[config.mk]
export PLATFORM = sky130hd
export DESIGN_NAME = ram32x4_ctrl
export DESIGN_NICKNAME = d
export VERILOG_FILES = /design/src/rtl/ram_ctrl_pkg.sv /design/src/rtl/ram32x4_ctrl.sv
export SDC_FILE = /design/constraint.sdc
export NUM_CORES = 1
export LEC_CHECK = 0
export BUFFER_PORTS_ARGS = -buffer_cell sky130_fd_sc_hd__buf_2
export CAP_MARGIN = 10
export CORE_ASPECT_RATIO = 1.1
export CORE_MARGIN = 2
export CORE_UTILIZATION = 49
export CTS_BUF_LIST = sky130_fd_sc_hd__clkbuf_8 sky130_fd_sc_hd__clkbuf_16
export DETAILED_ROUTE_END_ITERATION = 8
export PLACE_DENSITY = 0.78
export SLEW_MARGIN = 20
export SYNTH_ARGS = -nofsm -noshare
export SYNTH_HDL_FRONTEND = slang
export SYNTH_SLANG_ARGS = --single-unit
[constraint.sdc]
create_clock -name clock -period 2.1 [get_ports clock]
set_input_delay 0.105 -clock clock [delete_from_list [all_inputs] [get_ports clock]]
set_output_delay 0.105 -clock clock [all_outputs]
set_load 0.05 [all_outputs]
[src/rtl/ram_ctrl_pkg.sv]
// Shared types and constants for the ram32x4 command sequencer.
// Op encoding matches the host-facing cmd_op field.
package ram_ctrl_pkg;

    localparam int RAM_ADDR_W    = 5;
    localparam int RAM_DATA_W    = 4;
    localparam int RAM_LAST_ADDR = 31;

    typedef enum logic [1:0] {
        OP_READ  = 2'b00,
        OP_WRITE = 2'b01,
        OP_FILL  = 2'b10,
        OP_SCAN  = 2'b11
    } op_t;

    typedef enum logic [2:0] {
        ST_IDLE,
        ST_WR,
        ST_RD_ISSUE,
        ST_RD_CAPT,
        ST_RSP_HOLD,
        ST_FILL
    } state_t;

endpackage

[src/rtl/ram32x4_ctrl.sv]
// Single-port sequencer for ram32x4: READ/WRITE/FILL/SCAN commands in,
// registered RAM cycles out, read words on a valid/ready response channel.
module ram32x4_ctrl
    import ram_ctrl_pkg::*;
#(
    parameter int ADDR_W = RAM_ADDR_W,
    parameter int DATA_W = RAM_DATA_W
) (
    input  logic              clock,
    input  logic              resetn,
    input  logic              cmd_valid,
    output logic              cmd_ready,
    input  logic [1:0]        cmd_op,
    input  logic [ADDR_W-1:0] cmd_addr,
    input  logic [DATA_W-1:0] cmd_data,
    output logic              rsp_valid,
    input  logic              rsp_ready,
    output logic [ADDR_W-1:0] rsp_addr,
    output logic [DATA_W-1:0] rsp_data,
    output logic              rsp_last,
    output logic              done,
    output logic              busy,
    output logic [ADDR_W-1:0] mem_address,
    output logic [DATA_W-1:0] mem_data,
    output logic              mem_wren,
    input  logic [DATA_W-1:0] mem_q
);

    localparam logic [ADDR_W-1:0] LAST_ADDR = '1;

    state_t            state, state_n;
    op_t               op_q, op_n;
    logic [ADDR_W-1:0] mem_address_n, rsp_addr_n;
    logic [DATA_W-1:0] mem_data_n, rsp_data_n;
    logic              mem_wren_n, rsp_valid_n, rsp_last_n, done_n;

    assign cmd_ready = (state == ST_IDLE);
    assign busy      = (state != ST_IDLE);

    always_ff @(posedge clock) begin
        if (!resetn) begin
            state       <= ST_IDLE;
            op_q        <= OP_READ;
            mem_address <= '0;
            mem_data    <= '0;
            mem_wren    <= 1'b0;
            rsp_valid   <= 1'b0;
            rsp_addr    <= '0;
            rsp_data    <= '0;
            rsp_last    <= 1'b0;
            done        <= 1'b0;
        end else begin
            state       <= state_n;
            op_q        <= op_n;
            mem_address <= mem_address_n;
            mem_data    <= mem_data_n;
            mem_wren    <= mem_wren_n;
            rsp_valid   <= rsp_valid_n;
            rsp_addr    <= rsp_addr_n;
            rsp_data    <= rsp_data_n;
            rsp_last    <= rsp_last_n;
            done        <= done_n;
        end
    end

    always_comb begin
        state_n       = state;
        op_n          = op_q;
        mem_address_n = mem_address;
        mem_data_n    = mem_data;
        mem_wren_n    = mem_wren;
        rsp_valid_n   = rsp_valid;
        rsp_addr_n    = rsp_addr;
        rsp_data_n    = rsp_data;
        rsp_last_n    = rsp_last;
        done_n        = 1'b0;

        case (state)
            ST_IDLE: begin
                if (cmd_valid) begin
                    op_n = op_t'(cmd_op);
                    case (op_t'(cmd_op))
                        OP_READ: begin
                            mem_address_n = cmd_addr;
                            state_n       = ST_RD_ISSUE;
                        end
                        OP_WRITE: begin
                            mem_address_n = cmd_addr;
                            mem_data_n    = cmd_data;
                            mem_wren_n    = 1'b1;
                            state_n       = ST_WR;
                        end
                        OP_FILL: begin
                            mem_address_n = '0;
                            mem_data_n    = cmd_data;
                            mem_wren_n    = 1'b1;
                            state_n       = ST_FILL;
                        end
                        default: begin
                            mem_address_n = '0;
                            state_n       = ST_RD_ISSUE;
                        end
                    endcase
                end
            end
            ST_WR: begin
                mem_wren_n = 1'b0;
                done_n     = 1'b1;
                state_n    = ST_IDLE;
            end
            ST_FILL: begin
                // Counter parks on the last address; it never wraps back to 0.
                if (mem_address == LAST_ADDR) begin
                    mem_wren_n = 1'b0;
                    done_n     = 1'b1;
                    state_n    = ST_IDLE;
                end else begin
                    mem_address_n = mem_address + 1'b1;
                end
            end
            ST_RD_ISSUE: begin
                state_n = ST_RD_CAPT;
            end
            ST_RD_CAPT: begin
                rsp_data_n  = mem_q;
                rsp_addr_n  = mem_address;
                rsp_valid_n = 1'b1;
                rsp_last_n  = (op_q == OP_READ) || (mem_address == LAST_ADDR);
                state_n     = ST_RSP_HOLD;
            end
            ST_RSP_HOLD: begin
                // rsp_* are untouched until the consumer takes the word.
                if (rsp_ready) begin
                    rsp_valid_n = 1'b0;
                    if (rsp_last) begin
                        done_n  = 1'b1;
                        state_n = ST_IDLE;
                    end else begin
                        mem_address_n = mem_address + 1'b1;
                        state_n       = ST_RD_ISSUE;
                    end
                end
            end
            default: begin
                mem_wren_n = 1'b0;
                state_n    = ST_IDLE;
            end
        endcase
    end

endmodule
==> summary.txt <==
Floorplan
  – Core Area: 0.002520 mm^2
  – Total I/O pin count: 43
  – Rows: 19
  – Die area: 0.003115 mm^2
  – Die Wd: 53.40 um
  – Initial Util: 52.18%
  – Die Ht: 58.33 um

Critical path
  – CP cell instances: ha_1 -> and3_1 -> ha_1 -> nand2b_1 -> a21oi_4 -> a21oi_1 -> a311oi_1
  – CP arrival: 2130 ps
  – Crit path largest cell delay: 370 ps
  – Crit path capture type: register
  – CP Data Required Time: 2270 ps
  – CP max FO: 6
  – Crit path kind: reg -> reg
  – Crit-path slowest cell: dfxtp_1
  – Most used cell, CP: ha_1
  – Startpoint Class: register

Clock tree
  – CTS clk-pin slew, worst paths: 100 ps
  – CTS HTree Levels: 1
  – CTS tree: done
  – Total CTS buffers: 3
  – Clock sink count: 27
  – Root buf cell: clkbuf_8
  – Hold buffer count at cts: 0
  – Clock Latency Late Sink: 270 ps
  – # Post-CTS Setup Buffers: 0
  – # resized after CTS: 0
  – Maximum clock path buffer count: 2

Cells and area
  – Nets: 220
  – N_diodes: 0
  – P&R area growth vs syn: 19.03%
  – Fraction of layout cells with a size suffix above 1: 26.67%
  – Finished Cell Area: 0.001565 mm^2

Yosys
  – Most used DFF post-synth: dfxtp_1
  – Top cells by area, synth: dfxtp_1 (41%), nand2_1 (8.6%), a21oi_1 (7.2%), ha_1 (4.8%), nor2_1 (3.1%)
  – Number of enable flip-flop cells after synthesis: 0
  – Syn. warnings: 0
  – Count of different cell masters after synthesis: 34
  – Sequential area share after synthesis: 41.10%
  – Synth top area share: 41.10%
  – Syn avg cell area: 8.376 um^2
  – Synth area leader: dfxtp_1
  – Ys async rst share: 0%
  – Net Count, Synth: 181
  – Post-Syn Instances: 157
  – Post-Syn Area: 0.001315 mm^2
  – #FFs+latches synth: 27

STA
  – Worst Skew: 2.185 ps
  – Hold Vio Cnt, Final: 0
  – Worst slew pin tran: 740.1 ps
  – Tcrit/Tclk final: 93.10%
  – Fin crit period: 1955 ps
  – Fmax: 511.5 MHz
  – Unrepaired setup endpoints after global routing: no
  – Final Max Slew Viols: 0
  – Worst rel slew slack: 50.61%
  – Endpoints failing setup: 0
  – Setup TNS Final: 0 ps

GRT
  – First-pass GRT wire length: 5230 um
  – Met3 Use GR: 2.284%
  – GRT busiest layer: met2
  – GRT met2 Usage: 38.98%
  – Antenna violations before repair: 0
  – Met1 usage: 27.18%
  – Vias in the first global route: 1239
  – Largest net degree at the start of global routing: 26
  – Gr ovfl total: 0
  – GRT Total Usage: 22.25%

Detailed routing
  – Detailed Route WL: 3178 um
  – WL/cell: 14.06 um
  – Via count: 1281
  – # DRC: 0
  – DR iter-0 viols: 27
  – Vias/cell: 5.668
  – Post-detailed-route count of antenna-violating nets: 0
  – DR pass1 iterations: 4

Power
  – Peak supply drop: 601.4 uV
  – Power per cell area: 957.1 mW/mm^2
  – Pwr Total: 0.001498 W
  – Lkg Pwr: 0.7079 nW

Run
  – Max Cap Viol: 0

Placement
  – GPL Wtd Cong: 0.8189
  – Post-DP Area: 0.001508 mm^2
  – Buffers on Ports: 42
  – Placed wire-length estimate: 2423 um

Run status
  – Status: finished clean

Min path
  – Worst min path class: in -> reg
==> metal layers <==
metal  vias up  routed length, um
met2        37               1679
met1       612               1346
met4         0                 15
met3         2                136
li1        630                  -
met5         -                  0
==> flip-flops by register name, indices dropped and copies added (netlist names) <==
signal / flops
rsp_last: 1
rsp_data: 4
mem_data: 4
rsp_addr: 5
rsp_valid: 1
mem_address: 5
state: 3
mem_wren: 1
op_q: 2
done: 1
==> cell usage in the layout, fill, tap and decap left out <==
master      synthesis  final
a31oi_1             3      3
dfxtp_1            27     27
and2_1              2      1
a311oi_1            4      4
or2_2               1      1
or2b_1              1      1
xnor2_1             1      1
and3_1              2      2
xor2_1              1      1
nand2_1            30     30
o2111ai_1           1      1
nand2b_1            4      4
o21ai_0             3      3
a21oi_4             0      1
a21o_1              2      2
ha_1                5      5
o211ai_1            5      5
nor4_1              1      1
nand3_1             4      4
o211ai_2            1      1
nor2_1             11     11
nor3_1              5      5
mux2i_1             4      4
a22oi_1             1      1
inv_1               4      4
and2b_1             2      2
nor2_4              1      1
and2_2              0      1
clkbuf_8            0      3
buf_2               0     42
o211a_1             1      1
nor3_4              1      1
clkinvlp_4          0      1
a21oi_1            19     19
o21a_1              1      1
==> synthesized netlist by cell type (2+ instances only) <==
library cell / count
mux2i_1: 4
a21o_1: 2
dfxtp_1: 27
and2b_1: 2
clkbuf_1: 3
nand2b_1: 4
nor3_1: 5
nand2_1: 30
nor2_1: 11
buf_4: 3
o211ai_1: 5
buf_6: 2
and2_1: 2
o21ai_0: 3
a31oi_1: 3
a21oi_1: 19
a311oi_1: 4
and3_1: 2
nand3_1: 4
inv_1: 4
ha_1: 5
==> power by group <==
| group | leakage [nW] | total (W) | internal (W) | switching, W |
|---|---|---|---|---|
| Clock | 0.0217 | 0.000302 | 0.000135 | 0.000168 |
| Sequential | 0.220 | 0.000658 | 0.000568 | 0.0000900 |
| Combinational | 0.466 | 0.000538 | 0.000170 | 0.000368 |
==> stage by stage <==
| stage | utilization, % | std cells | worst slack [ps] | hold slack, ps |
|---|---|---|---|---|
| after floorplan | - | 157 | 80.76 | 238.4 |
| final | 62.12 | 226 | 144.9 | 62.01 |
| after detailed placement | 59.83 | 222 | 95.59 | 354.4 |
| after global routing | 62.12 | 226 | 9.910 | 60.18 |
| after global placement | 59.83 | 222 | 190.7 | 337.1 |
| after CTS | 61.77 | 226 | 71.65 | 58.76 |
==> final cells by class <==
type	instances	area, um^2
Multi-Input combinational cell	118	711.9
Fill cell	248	954.7
Clock buffer	3	41.29
Tap cell	31	38.79
Inverter	4	15.01
Clock inverter	1	7.507
Timing Repair Buffer	42	210.2
Sequential cell	27	540.5
==> worst paths after layout <==
kind | from | endpoint | slack [ps] | cells past startpoint
hold / removal | mem_q[1] | rsp_data[1] | 60 | 3
hold reg to reg | rsp_addr[1] | rsp_addr[1] | 460 | 2
setup reg to reg | mem_address[0] | mem_address[3] | 140 | 7
setup / recovery | mem_address[0] | mem_address[3] | 140 | 7
==> cell families after synthesis <==
| family | after synthesis | share of synthesized area (%) |
|---|---|---|
| and+or+nand+nor | 65 | 23.69 |
| muxes | 4 | 3.045 |
| AOI/OAI and AO/OA | 42 | 20.65 |
| DFF | 27 | 41.10 |
| adders and majority gates | 5 | 4.757 |
| xor gates and xnor gates | 2 | 1.332 |
| buffers and inverters | 12 | 5.423 |
==> critical path: cells and delay by family (launching register included) <==
kind | cells | cell delay, ps
compound gates | 3 | 610
fa+ha+maj | 2 | 460
flops | 1 | 370
simple gates | 2 | 400
No activity file was read; power rests on OpenSTA's default activity.
